$ cat config.mk
export PLATFORM = sky130hd
export DESIGN_NAME = decoder_pipe
export DESIGN_NICKNAME = d
export VERILOG_FILES = /design/src/rtl/decoder_pipe.sv
export SDC_FILE = /design/constraint.sdc
export NUM_CORES = 1
export LEC_CHECK = 0
export ABC_AREA = 1
export BUFFER_PORTS_ARGS = -buffer_cell sky130_fd_sc_hd__buf_4
export CELL_PAD_IN_SITES_DETAIL_PLACEMENT = 1
export CELL_PAD_IN_SITES_GLOBAL_PLACEMENT = 1
export CORE_ASPECT_RATIO = 1.1
export CORE_MARGIN = 2
export CORE_UTILIZATION = 40
export CTS_CLUSTER_DIAMETER = 100
export DETAILED_ROUTE_END_ITERATION = 12
export HOLD_SLACK_MARGIN = 0.08
export PLACE_DENSITY_LB_ADDON = 0.1
export SYNTH_ARGS = -nofsm -noshare
export SYNTH_HDL_FRONTEND = slang
export SYNTH_SLANG_ARGS = --single-unit
$ cat constraint.sdc
create_clock -name I_clk -period 2.8 [get_ports I_clk]
set_clock_uncertainty 0.15 [all_clocks]
set_input_delay 0.28 -clock I_clk [delete_from_list [all_inputs] [get_ports I_clk]]
set_output_delay 0.28 -clock I_clk [all_outputs]
set_load 0.01 [all_outputs]
$ cat src/rtl/decoder_pipe.sv
`default_nettype none
// ============================================================================
// Module   : decoder_pipe
// Brief    : Elastic instruction decoder; splits instructions into fields and
//            buffers decoded packets in a DEPTH-entry FIFO.
// Revision : 1.0 - initial release
// ============================================================================
module decoder_pipe #(
    parameter int                            INSTR_WIDTH   = 16,
    parameter int                            OPCODE_WIDTH  = 4,
    parameter int                            REG_SEL_WIDTH = 3,
    parameter int                            IMM_WIDTH     = 8,
    parameter int                            DATA_WIDTH    = 16,
    parameter bit                            SIGN_EXT      = 1'b0,
    parameter logic [OPCODE_WIDTH-1:0]       WRITE_OPCODE  = {OPCODE_WIDTH{1'b1}},
    parameter logic [2**OPCODE_WIDTH-1:0]    ILLEGAL_MASK  = '0,
    parameter int                            DEPTH         = 2,
    parameter int                            COUNT_WIDTH   = 16
) (
    input  logic                      I_clk,
    input  logic                      I_reset,
    input  logic                      I_enable,
    input  logic                      I_flush,
    input  logic [INSTR_WIDTH-1:0]    I_instruction,
    input  logic                      I_valid,
    output logic                      O_ready,
    output logic [OPCODE_WIDTH-1:0]   O_opcode,
    output logic [REG_SEL_WIDTH-1:0]  O_rD_select,
    output logic [REG_SEL_WIDTH-1:0]  O_rA_select,
    output logic [REG_SEL_WIDTH-1:0]  O_rB_select,
    output logic                      O_mode,
    output logic [DATA_WIDTH-1:0]     O_immediate,
    output logic                      O_illegal,
    output logic                      O_valid,
    input  logic                      I_ready,
    output logic [COUNT_WIDTH-1:0]    O_decoded_count
);

    localparam int PTR_W     = $clog2(DEPTH);
    localparam int PKT_W     = OPCODE_WIDTH + 3*REG_SEL_WIDTH + 1 + DATA_WIDTH + 1;
    localparam int c_RD_LSB  = INSTR_WIDTH - OPCODE_WIDTH - REG_SEL_WIDTH;
    localparam int c_MODE_B  = c_RD_LSB - 1;
    localparam int c_RA_LSB  = c_MODE_B - REG_SEL_WIDTH;
    localparam int c_RB_LSB  = c_RA_LSB - REG_SEL_WIDTH;
    localparam logic [PTR_W:0] c_full_count = (PTR_W+1)'(DEPTH);

    logic [OPCODE_WIDTH-1:0]  w_opcode;
    logic [REG_SEL_WIDTH-1:0] w_rd;
    logic [REG_SEL_WIDTH-1:0] w_ra;
    logic [REG_SEL_WIDTH-1:0] w_rb;
    logic                     w_mode;
    logic [IMM_WIDTH-1:0]     w_imm_raw;
    logic [IMM_WIDTH-1:0]     w_wr_imm_raw;
    logic [DATA_WIDTH-1:0]    w_imm_norm;
    logic [DATA_WIDTH-1:0]    w_imm;
    logic                     w_illegal;
    logic [PKT_W-1:0]         w_pkt;
    logic [PKT_W-1:0]         w_head;
    logic                     w_push;
    logic                     w_pop;

    logic [PKT_W-1:0]         r_mem [DEPTH];
    logic [PTR_W-1:0]         r_wr_ptr;
    logic [PTR_W-1:0]         r_rd_ptr;
    logic [PTR_W:0]           r_count;
    logic [COUNT_WIDTH-1:0]   r_decoded_count;

    assign w_opcode  = I_instruction[INSTR_WIDTH-1 -: OPCODE_WIDTH];
    assign w_rd      = I_instruction[c_RD_LSB +: REG_SEL_WIDTH];
    assign w_mode    = I_instruction[c_MODE_B];
    assign w_ra      = I_instruction[c_RA_LSB +: REG_SEL_WIDTH];
    assign w_rb      = I_instruction[c_RB_LSB +: REG_SEL_WIDTH];
    assign w_imm_raw = I_instruction[IMM_WIDTH-1:0];
    assign w_illegal = ILLEGAL_MASK[w_opcode];

    // WRITE format rebuilds the immediate from rD and the low instruction bits,
    // left-aligned in the raw immediate and always zero-extended.
    always_comb begin
        w_wr_imm_raw = '0;
        w_wr_imm_raw[IMM_WIDTH-1 -: 2*REG_SEL_WIDTH] = {w_rd, I_instruction[REG_SEL_WIDTH-1:0]};
        if (SIGN_EXT)
            w_imm_norm = DATA_WIDTH'($signed(w_imm_raw));
        else
            w_imm_norm = DATA_WIDTH'(w_imm_raw);
        if (w_opcode == WRITE_OPCODE)
            w_imm = DATA_WIDTH'(w_wr_imm_raw);
        else
            w_imm = w_imm_norm;
    end

    assign w_pkt   = {w_opcode, w_rd, w_mode, w_ra, w_rb, w_imm, w_illegal};
    assign w_head  = r_mem[r_rd_ptr];

    assign O_ready = !I_reset && I_enable && !I_flush && (r_count < c_full_count);
    assign O_valid = (r_count != '0);
    assign w_push  = I_valid && O_ready;
    assign w_pop   = O_valid && I_ready && I_enable;

    assign {O_opcode, O_rD_select, O_mode, O_rA_select, O_rB_select, O_immediate, O_illegal} = w_head;
    assign O_decoded_count = r_decoded_count;

    always_ff @(posedge I_clk) begin
        if (I_reset) begin
            for (int i = 0; i < DEPTH; i++) begin
                r_mem[i] <= '0;
            end
            r_wr_ptr        <= '0;
            r_rd_ptr        <= '0;
            r_count         <= '0;
            r_decoded_count <= '0;
        end else if (I_flush) begin
            r_wr_ptr <= '0;
            r_rd_ptr <= '0;
            r_count  <= '0;
        end else begin
            if (w_push) begin
                r_mem[r_wr_ptr] <= w_pkt;
                r_wr_ptr        <= r_wr_ptr + PTR_W'(1);
                r_decoded_count <= r_decoded_count + COUNT_WIDTH'(1);
            end
            if (w_pop) begin
                r_rd_ptr <= r_rd_ptr + PTR_W'(1);
            end
            case ({w_push, w_pop})
                2'b10:   r_count <= r_count + (PTR_W+1)'(1);
                2'b01:   r_count <= r_count - (PTR_W+1)'(1);
                default: r_count <= r_count;
            endcase
        end
    end

endmodule
`default_nettype wire

==> results of run 1 <==
worst register-to-register path, stage by stage, from the launching register on:
cell and delay (ps):
dfxtp_1 330, nor2_2 210, nand3_4 160, inv_1 160, nand2_1 60, buf_4 210, nand2_1 90, buf_4 310
logic make-up after synthesis:
| family | share of synthesized area [%] |
|---|---|
| compound gates | 4.232 |
| simple gates | 19.68 |
| other cells | 0.1231 |
| mux | 8.135 |
| xor+xnor | 0.8629 |
| buf+inv | 8.956 |
| flops | 57.19 |
| fa+ha+maj | 0.8216 |
through the flow:
step | utilization (%) | instances | instance area, sq um | hold WS, ps | setup WS (ps)
3_5_place_dp | 47.81 | 456 | 3553 | 308.4 | 698.7
4_1_cts | 50.62 | 472 | 3762 | 93.40 | 516.3
6_report | 50.62 | 472 | 3762 | 97.69 | 509.4
2_1_floorplan | - | 321 | 3075 | 199.1 | 661.0
5_1_grt | 50.62 | 472 | 3762 | 119.4 | 367.8
3_3_place_gp | 47.81 | 456 | 3553 | 288.6 | 762.4
metal layers:
layer	up-vias	track usage, %	wire [um]
li1	1145	-	-
met1	1105	20.27	2906
met2	49	32.63	3612
met3	10	3.290	331
met4	0	7.692	108
met5	-	0	0
what timing repair did:
item | 4_1_cts | 5_1_grt
hold buffers | 1 | 0
resized for setup | 0 | 0
endpoints found under the hold margin | 4 | 0
registers in the layout (all words and copies together), names as in the netlist, named ones only:
name             count
r_rd_ptr             1
r_mem               44
O_decoded_count     16
r_count              2
r_wr_ptr             1
final timing paths:
kind	cells past startpoint	slack (ps)	end	startpoint
worst max-delay path	9	510	r_mem[1][1]	I_reset
worst min-delay path	3	100	r_mem[0][15]	I_instruction[8]
worst max register to register	7	780	r_mem[1][1]	r_count[1]
worst min register to register	1	310	r_rd_ptr	r_rd_ptr
synth_stat cells:
cell and number:
nor2_1 60, edfxtp_1 44, nand2_1 43, inv_1 38
mux2_2 22, dfxtp_1 21, a21oi_1 13, nand3_1 12
o21ai_0 10, buf_4 9, nor3_1 7, nor2_2 6
nand4_1 5, buf_6 3, buf_1 2, buf_2 2
clkbuf_1 2, ha_1 2, xor2_1 2, a31oi_1 1
and3_1 1, clkinv_1 1, conb_1 1, nand3_4 1
nand3b_1 1, nor2_4 1, o21a_1 1, or2_1 1
xnor2_1 1
final cells by class:
class | count | share of cell area, %
Clock buffer | 10 | 3.392
Clock inverter | 5 | 1.896
Inverter | 39 | 3.891
Multi-Input combinational cell | 199 | 28.20
Sequential cell | 65 | 46.29
Tap cell | 87 | 2.893
Timing Repair Buffer | 67 | 13.44
power breakdown:
part	internal (uW)	switching [uW]	total, uW
sequential	1050	7.06	1060
combinational	60.6	79.4	140
clock	488	351	839
total	1600	438	2030
==> flow_summary.toml, run 1 <==
[detailed_routing]
firstDrtPassIters = 4
drc = 0
initialDrtViolationCount = 76
viasPerCell = 4.892
ant_nets = 0
drt_wl_total_um = 6959
avgRoutedWirePerCell_um = 14.74
num_vias = 2309

[clocking]
cts.sinks = 65
path_clk_slew_ps = 70
cts_setup_buffers = 0
cts_tree = "done"
numCtsBuffers = 9
clkLatencyLatePin_ps = 340
cts_root_buffer = "clkbuf_8"
htreeDepth = 3
clockBufferDepth = 2

[setup_path]
cp_top_family = "buffers and inverters"
slowest_stage = "dlygate4sd3_1"
start_kind = "input port"
cp.required_ps = 2670
path_class = "in -> reg"
end_kind = "flop"
cp.buffers_inverters = 5
crit_path_max_incr_delay_ps = 540
cp.arrival_ps = 2160
critPathMaxFanout = 23
crit_path_frequent_cell = "buf_4"
worstPathCellList = "dlygate4sd3_1, buf_4, nor2_4, nand3_4, inv_1, nand2_1, buf_4, nand2_1, buf_4"

[global_route]
grt_pass1_wl_um = 11230
grt_pass1_vias = 2364
overflow = 0
track_usage_pct = 17.88
antenna_found_initial = 0
grt_max_degree = 24

[final_layout]
seqCellArea_sq_um = 1742
diodes = 0
multi_input_area_sq_um = 1061
drive_gt1_share_pct = 27.79
layout_commonest_cell = "buf_4"
area_growth_pct = 23.54
nFillCells = 870
final_cell_mix = "buf_4 (66), nor2_1 (60), edfxtp_1 (44), nand2_1 (43), inv_1 (38)"
finalNetCount = 405

[logic_synthesis]
yosys_register_bits = 65
yosys_warnings = 0
ys_seq_area_share_pct = 57.19
synthTopCellsByArea = "edfxtp_1 (43%), dfxtp_1 (14%), mux2_2 (8.1%), nor2_1 (7.4%), nand2_1 (5.3%)"
syn-instance-count = 313
synth_area_sq_um = 3045
syn-mean-instance-area_sq_um = 9.730
synth.distinct_cells = 29
synth_top_area_share_pct = 43.39
synth.largest_area_cell = "edfxtp_1"

[timing]
setup_tns_ps = 0
rsz0062_at_grt = "false"
setup_viol = 0
slew_headroom_pct = 62.74
period_minus_slack_ps = 2291
hold_viol_final = 0
fin_crit_sh_pct = 81.81
fmax_mhz = 436.6
worst_pin_slew_ps = 557.2
slew_violations = 0

[die]
core_sq_um = 7432
dieHeight_um = 95.52
start_util_pct = 40.98
die_area_sq_um = 8328
die_width_um = 87.20
io_pins = 71
rows = 33

[place]
dp_hpwl_um = 4945
port_buffers = 61
gp_congestion = 0.7440

[power]
p_total_uw = 2035
p_leak_uw = 0.001679
power_density_nw_per_um2 = 540.9
vdd_drop_max_v = 0.0002584

[hold_path]
hold_path_class = "in -> reg"

[flow_run]
drv_cap = 0

[run_status]
outcome = "completed"
(Power assumes the default switching activity.)
==> run 2: changes to the inputs <==
--- a/config.mk
+++ b/config.mk
@@ -5,13 +5,13 @@
 export SDC_FILE = /design/constraint.sdc
 export NUM_CORES = 1
 export LEC_CHECK = 0
-export ABC_AREA = 1
+export ABC_AREA = 0
 export BUFFER_PORTS_ARGS = -buffer_cell sky130_fd_sc_hd__buf_4
 export CELL_PAD_IN_SITES_DETAIL_PLACEMENT = 1
 export CELL_PAD_IN_SITES_GLOBAL_PLACEMENT = 1
 export CORE_ASPECT_RATIO = 1.1
 export CORE_MARGIN = 2
-export CORE_UTILIZATION = 40
+export CORE_UTILIZATION = 42
 export CTS_CLUSTER_DIAMETER = 100
 export DETAILED_ROUTE_END_ITERATION = 12
 export HOLD_SLACK_MARGIN = 0.08
==> constraint.sdc (replaced) <==
create_clock -name I_clk -period 2.3 [get_ports I_clk]
set_clock_uncertainty 0.15 [all_clocks]
set_input_delay 0.23 -clock I_clk [delete_from_list [all_inputs] [get_ports I_clk]]
set_output_delay 0.23 -clock I_clk [all_outputs]
set_load 0.01 [all_outputs]
==> run 2 against run 1 <==
  * Sequential share of layout area shrank 1.4 points
  * Critical path depth shrank 1
  * Flip-flop and latch count unchanged
  * Power grew 18%
  * Clock power is 8.0% higher
  * Critical endpoint is now r_count[1]
==> flow_summary.toml, run 2 <==
[final_layout]
final_cell_mix = "buf_4 (71), edfxtp_1 (44), nor2_1 (28), and2_1 (28), mux2_2 (24)"
largest_register_ffs = 44
largest-register = "r_mem"
finalNetCount = 359
drive_gt1_share_pct = 34.41
final_core_util_pct = 55.98
area_growth_pct = 30.59
diodes = 0
layout_commonest_cell = "buf_4"

[logic_synthesis]
synth.distinct_cells = 37
syn-instance-count = 248
yosys_warnings = 0
synth_top_area_share_pct = 44.50
yosys_most_used_dff = "edfxtp_1"
synth.most_common_cell = "edfxtp_1"
synth.largest_area_cell = "edfxtp_1"
yosys_register_bits = 65
synthArstFlopShare_pct = 0
synth_edf_count = 44
synth_area_sq_um = 2969
syn-mean-instance-area_sq_um = 11.97
yosys-top-cells-count = "edfxtp_1 (44), and2_1 (28), nor2_1 (28)"
synthTopCellsByArea = "edfxtp_1 (45%), dfxtp_1 (14%), mux2_2 (9.1%), and2_1 (5.9%), nor2_1 (3.5%)"
ys_seq_area_share_pct = 58.66

[clocking]
path_clk_slew_ps = 70
htreeDepth = 3
clockBufferDepth = 2
clkLatencyLatePin_ps = 330
cts_resized = 0
cts.sinks = 65
numCtsBuffers = 9
cts_tree = "done"
cts_root_buffer = "clkbuf_8"
cts_setup_buffers = 0

[detailed_routing]
drc = 0
avgRoutedWirePerCell_um = 15.91
ant_nets = 0
firstDrtPassIters = 4
initialDrtViolationCount = 31
drt_wl_total_um = 6761
viasPerCell = 4.991
num_vias = 2121

[power]
power_density_nw_per_um2 = 617.9
p_seq_share_pct = 53.9
clock_power_share_pct = 37.8
vdd_drop_max_v = 0.0004142
comb_power_share_pct = 8.3
p_leak_uw = 0.001596
internal_power_uw = 1879
swShare_pct = 21.56
switchingPower_uw = 516.6

[die]
die_width_um = 84.17
start_util_pct = 42.86
io_pins = 71
dieHeight_um = 92.19
rows = 32
core_sq_um = 6927
die_area_sq_um = 7759

[run_status]
outcome = "completed"

[setup_path]
critPathMaxFanout = 10
r2r_start = "r_count[1]"
start_kind = "flop"
r2r-end = "r_count[1]"
worstPathCellList = "or4b_4, clkinv_2, nand2_2, buf_4, ha_1, nor2_1, xnor2_1, nor3_1"
r2r_cells = 8
slowest_stage = "or4b_4"
r2r_slack_ps = 170
cp_top_family = "simple AND/OR/NAND/NOR gates"
end_kind = "flop"
path_class = "reg -> reg"
worst-path-stages = 8
cp.required_ps = 2360
cp.buffers_inverters = 2
crit_path_max_incr_delay_ps = 570
cp.arrival_ps = 2190

[timing]
period_minus_slack_ps = 2128
setup_tns_ps = 0
hold-worst-slack_ps = 90.82
fmax_mhz = 470.0
slew_violations = 0
rsz0062_at_grt = "false"
hold_viol_final = 0
setup_viol = 0
fin_crit_sh_pct = 92.50

[global_route]
track_usage_pct = 18.62
antenna_found_initial = 0
grt_pass1_vias = 2292
use_met3_pct = 3.870
use_met1_pct = 21.05
met2_usage_pct = 34.46
grt_max_degree = 26
grt_busiest_layer = "met2"
overflow = 0
grt_pass1_wl_um = 11320

[place]
port_buffers = 61
dp_hpwl_um = 4610
gp_congestion = 0.6652

[hold_path]
hold_path_class = "in -> reg"
holdPathEnd = "r_mem[0][1]"
hold_start = "I_instruction[0]"
worstHoldPathCells = 3

[flow_run]
drv_cap = 0
[run 2: cell count changes after synthesis, moves of 3 or more]
cell | previous run | this run
nor2_2 | 6 | 0
a21oi_1 | 13 | 5
nand2b_1 | 0 | 3
o21ai_0 | 10 | 3
nand3_1 | 12 | 6
nand2_1 | 43 | 8
nor2_1 | 60 | 28
xnor2_1 | 1 | 9
mux2i_1 | 0 | 7
or3_1 | 0 | 3
inv_1 | 38 | 3
and2_1 | 0 | 28
clkbuf_1 | 2 | 5
[run 2: metrics by stage]
step	instance area [sq um]	worst slack, ps	instances	power, uW
3_3_place_gp	3547	147.1	394	1492
4_1_cts	3877	94.40	425	2421
2_1_floorplan	3012	2.857	256	1412
3_5_place_dp	3547	114.2	394	1497
6_report	3877	172.5	425	2396
5_1_grt	3877	48.37	425	2484
[run 2: metal layers]
metal	routed length (um)	vias to the layer above	part of all wire [%]
met5	0	-	0
met4	96	0	1.4
met3	295	10	4.4
met2	3728	43	55
met1	2641	1042	39
li1	-	1026	-
[run 2: logic make-up (layout without fill, tap and decap cells)]
kind of cell / count (synthesis) / in the layout / synth area share [%]
adder cells (fa/ha/maj): 2 / 2 / 0.8427
AO/OA/AOI/OAI: 10 / 10 / 1.854
AND/OR/NAND/NOR: 104 / 104 / 18.88
flip-flops: 65 / 65 / 58.66
XOR/XNOR: 12 / 12 / 3.540
buffers and inverters: 23 / 107 / 4.635
other: 1 / 9 / 0.1263
multiplexers: 31 / 31 / 11.46
[run 2: layout make-up]
class,count,area [sq um]
Timing Repair Buffer,87,703.2
Clock inverter,4,45.04
Inverter,4,16.27
Clock buffer,12,135.1
Sequential cell,65,1742
Tap cell,85,106.4
Multi-Input combinational cell,168,1130
Fill cell,740,3049
[run 2: worst max-delay path by stage]
stage	slack, ps	startpoint	endpoint
2_1_floorplan	3	I_reset	r_mem[0][10]
3_3_place_gp	150	I_reset	r_mem[0][13]
3_5_place_dp	110	r_count[1]	r_mem[0][14]
4_1_cts	90	r_count[1]	r_count[1]
5_1_grt	50	r_count[1]	r_count[1]
6_report	170	r_count[1]	r_count[1]
[run 2: worst reg2reg max path, stage by stage (launching register included)]
cell      delay (ps)
dfxtp_1          330
or4b_4           570
clkinv_2          90
nand2_2           50
buf_4            150
ha_1             320
nor2_1           140
xnor2_1          130
nor3_1            70
[run 2: timing repair]
action                                  4_1_cts  5_1_grt
hold endpoints to repair                     33        0
hold buffers                                 15        0
endpoints found under the setup margin        0        1
[run 2: power groups by stage]
stage                     Sequential, uW  Clock [uW]  Combinational (uW)
final                               1290         906                 199
after global routing                1290         973                 218
after CTS                           1290         928                 202
after detailed placement            1320           0                 180
after global placement              1310           0                 178
after floorplan                     1310           0                99.5
==> run 3: changes to the inputs <==
==> config.mk (replaced) <==
export PLATFORM = sky130hd
export DESIGN_NAME = decoder_pipe
export DESIGN_NICKNAME = d
export VERILOG_FILES = /design/src/rtl/decoder_pipe.sv
export SDC_FILE = /design/constraint.sdc
export NUM_CORES = 1
export LEC_CHECK = 0
export ABC_AREA = 0
export BUFFER_PORTS_ARGS = -buffer_cell sky130_fd_sc_hd__buf_4
export CORE_ASPECT_RATIO = 1.1
export CORE_MARGIN = 2
export CORE_UTILIZATION = 53
export CTS_CLUSTER_DIAMETER = 100
export DETAILED_ROUTE_END_ITERATION = 12
export HOLD_SLACK_MARGIN = 0.08
export MAX_ROUTING_LAYER = met4
export PLACE_DENSITY = 0.79
export SYNTH_ARGS = -nofsm -noshare
export SYNTH_HDL_FRONTEND = slang
export SYNTH_SLANG_ARGS = --single-unit
==> run 3 against run 2 <==
  * Die area decreased by 20%
  * Clock power grew 29%
  * Sequential power about the same
  * Register-to-register slack worse by 20 ps
  * Global-route usage rose by 3.2 points
  * Highest routed layer unchanged
  * Sequential share of layout area down 0.73 points
  * Non-clock buffer count grew 1
  * Via count grew 0.42%
  * Power is 11% higher
  * Count of clock-buffer cells in the layout down 2
  * Routed wire length shrank 9.6%
  * Hold slack improved by 0.54 ps
==> flow_summary.toml, run 3 (synthesized netlist as in run 2, its figures left out) <==
[run_status]
outcome = "completed"

[die]
dieHeight_um = 82.50
die_width_um = 75.37
die_area_sq_um = 6218
rows = 28
start_util_pct = 55.03
io_pins = 71
core_sq_um = 5395

[power]
p_leak_uw = 0.001626
power_density_nw_per_um2 = 674.8
vdd_drop_max_v = 0.0003511
p_total_uw = 2659

[flow_run]
drv_cap = 0

[global_route]
grt_pass1_vias = 2100
antenna_found_initial = 0
grt_max_degree = 26
overflow = 0
track_usage_pct = 21.85
grt_pass1_wl_um = 9798

[clocking]
path_clk_slew_ps = 70
htreeDepth = 3
clockBufferDepth = 2
cts.sinks = 65
cts_setup_buffers = 0
cts_root_buffer = "clkbuf_8"
clkLatencyLatePin_ps = 330
numCtsBuffers = 9
cts_resized = 0
cts_tree = "done"
cts_hold_buf = 17

[hold_path]
hold_start = "I_instruction[0]"
worstHoldPathCells = 3
holdPathEnd = "r_mem[0][1]"
hold_path_class = "in -> reg"

[detailed_routing]
wl_met1_um = 2440
wl_met3_um = 271
maxUsedRoutingLayer = "met4"
initialDrtViolationCount = 117
drc = 0
drt_wl_total_um = 6113
viasPerCell = 5.120
firstDrtPassIters = 5
num_vias = 2130
met2_length_um = 3334
avgRoutedWirePerCell_um = 14.69
ant_nets = 0

[setup_path]
critPathMaxFanout = 22
r2r_start = "r_count[1]"
cp.arrival_ps = 2000
cp.required_ps = 2150
r2r_slack_ps = 150
r2r-end = "r_mem[0][12]"
r2r_cells = 5
start_kind = "flop"
end_kind = "flop"
path_class = "reg -> reg"

[place]
gp_congestion = 0.7946
port_buffers = 61
placed_cell_area_sq_um = 3527
dp_hpwl_um = 3938

[final_layout]
diodes = 0
area_growth_pct = 32.74
post-route-cell-area_sq_um = 3941
largest-register = "r_mem"
largest_register_ffs = 44
layout_commonest_cell = "buf_4"
drive_gt1_share_pct = 34.60
nFillCells = 411
final_cell_mix = "buf_4 (70), edfxtp_1 (44), nor2_1 (28), and2_1 (28), mux2_2 (24)"
finalNetCount = 360

[timing]
fin_crit_sh_pct = 93.54
rsz0062_at_grt = "false"
setup_tns_ps = 0
fmax_mhz = 464.8
worst_pin_slew_ps = 626.5
period_minus_slack_ps = 2151
setup_viol = 0
slew_violations = 0
slew_headroom_pct = 58.11
hold_viol_final = 0
run 3: cell types whose count changed in the layout (fill, tap and decap cells not counted), sizes merged:
cell         change
buf              -1
dlygate4sd3      +2
bufinv           +2
clkbuf           -2
run 3: area by class of cell:
cell class / count / area (sq um) / share of cell area (%)
clock buffer: 10 / 127.6 / 3.238
sequential: 65 / 1742 / 44.19
multi-input combinational: 168 / 1130 / 28.67
clock inverter: 6 / 116.4 / 2.952
timing repair buffer: 88 / 715.7 / 18.16
inverter: 4 / 16.27 / 0.4127
tap: 75 / 93.84 / 2.381
run 3: where the power goes:
| part | switching, uW | internal, uW | leakage [uW] | total (uW) |
|---|---|---|---|---|
| sequential | 10.1 | 1280 | 0.000623 | 1290 |
| clock | 443 | 726 | 0.000121 | 1170 |
| combinational | 96.5 | 104 | 0.000883 | 200 |
| total | 550 | 2110 | 0.00163 | 2660 |
run 3: how the worst max path moves through the flow:
stage,to,slack (ps),cells past startpoint,start
6_report,r_mem[0][12],150,5,r_count[1]
5_1_grt,O_decoded_count[14],50,6,r_count[1]
4_1_cts,r_mem[0][7],140,5,r_count[1]
3_5_place_dp,r_mem[0][2],140,6,I_reset
3_3_place_gp,r_mem[0][14],160,6,I_reset
2_1_floorplan,r_mem[0][10],3,8,I_reset
run 3: per-stage QoR:
stage | worst slack (ps) | hold WS [ps] | instances | utilization [%]
2_1_floorplan | 2.857 | 152.8 | 256 | -
3_3_place_gp | 160.5 | 297.0 | 383 | 65.38
3_5_place_dp | 138.6 | 298.6 | 383 | 65.38
4_1_cts | 141.9 | 92.04 | 416 | 73.05
5_1_grt | 47.03 | 111.5 | 416 | 73.05
6_report | 148.6 | 91.35 | 416 | 73.05
run 3: worst max-delay path, stage by stage, from the launching register on:
cell      delay, ps
dfxtp_1         330
or4b_4          610
clkinv_2         80
nand2_2          60
or2_2           310
nand2b_4        270
run 3: layer usage:
layer	GRT usage (%)	up-vias
li1	-	1036
met1	24.76	1019
met2	38.00	67
met3	3.762	8
met4	8.947	0
met5	-	-
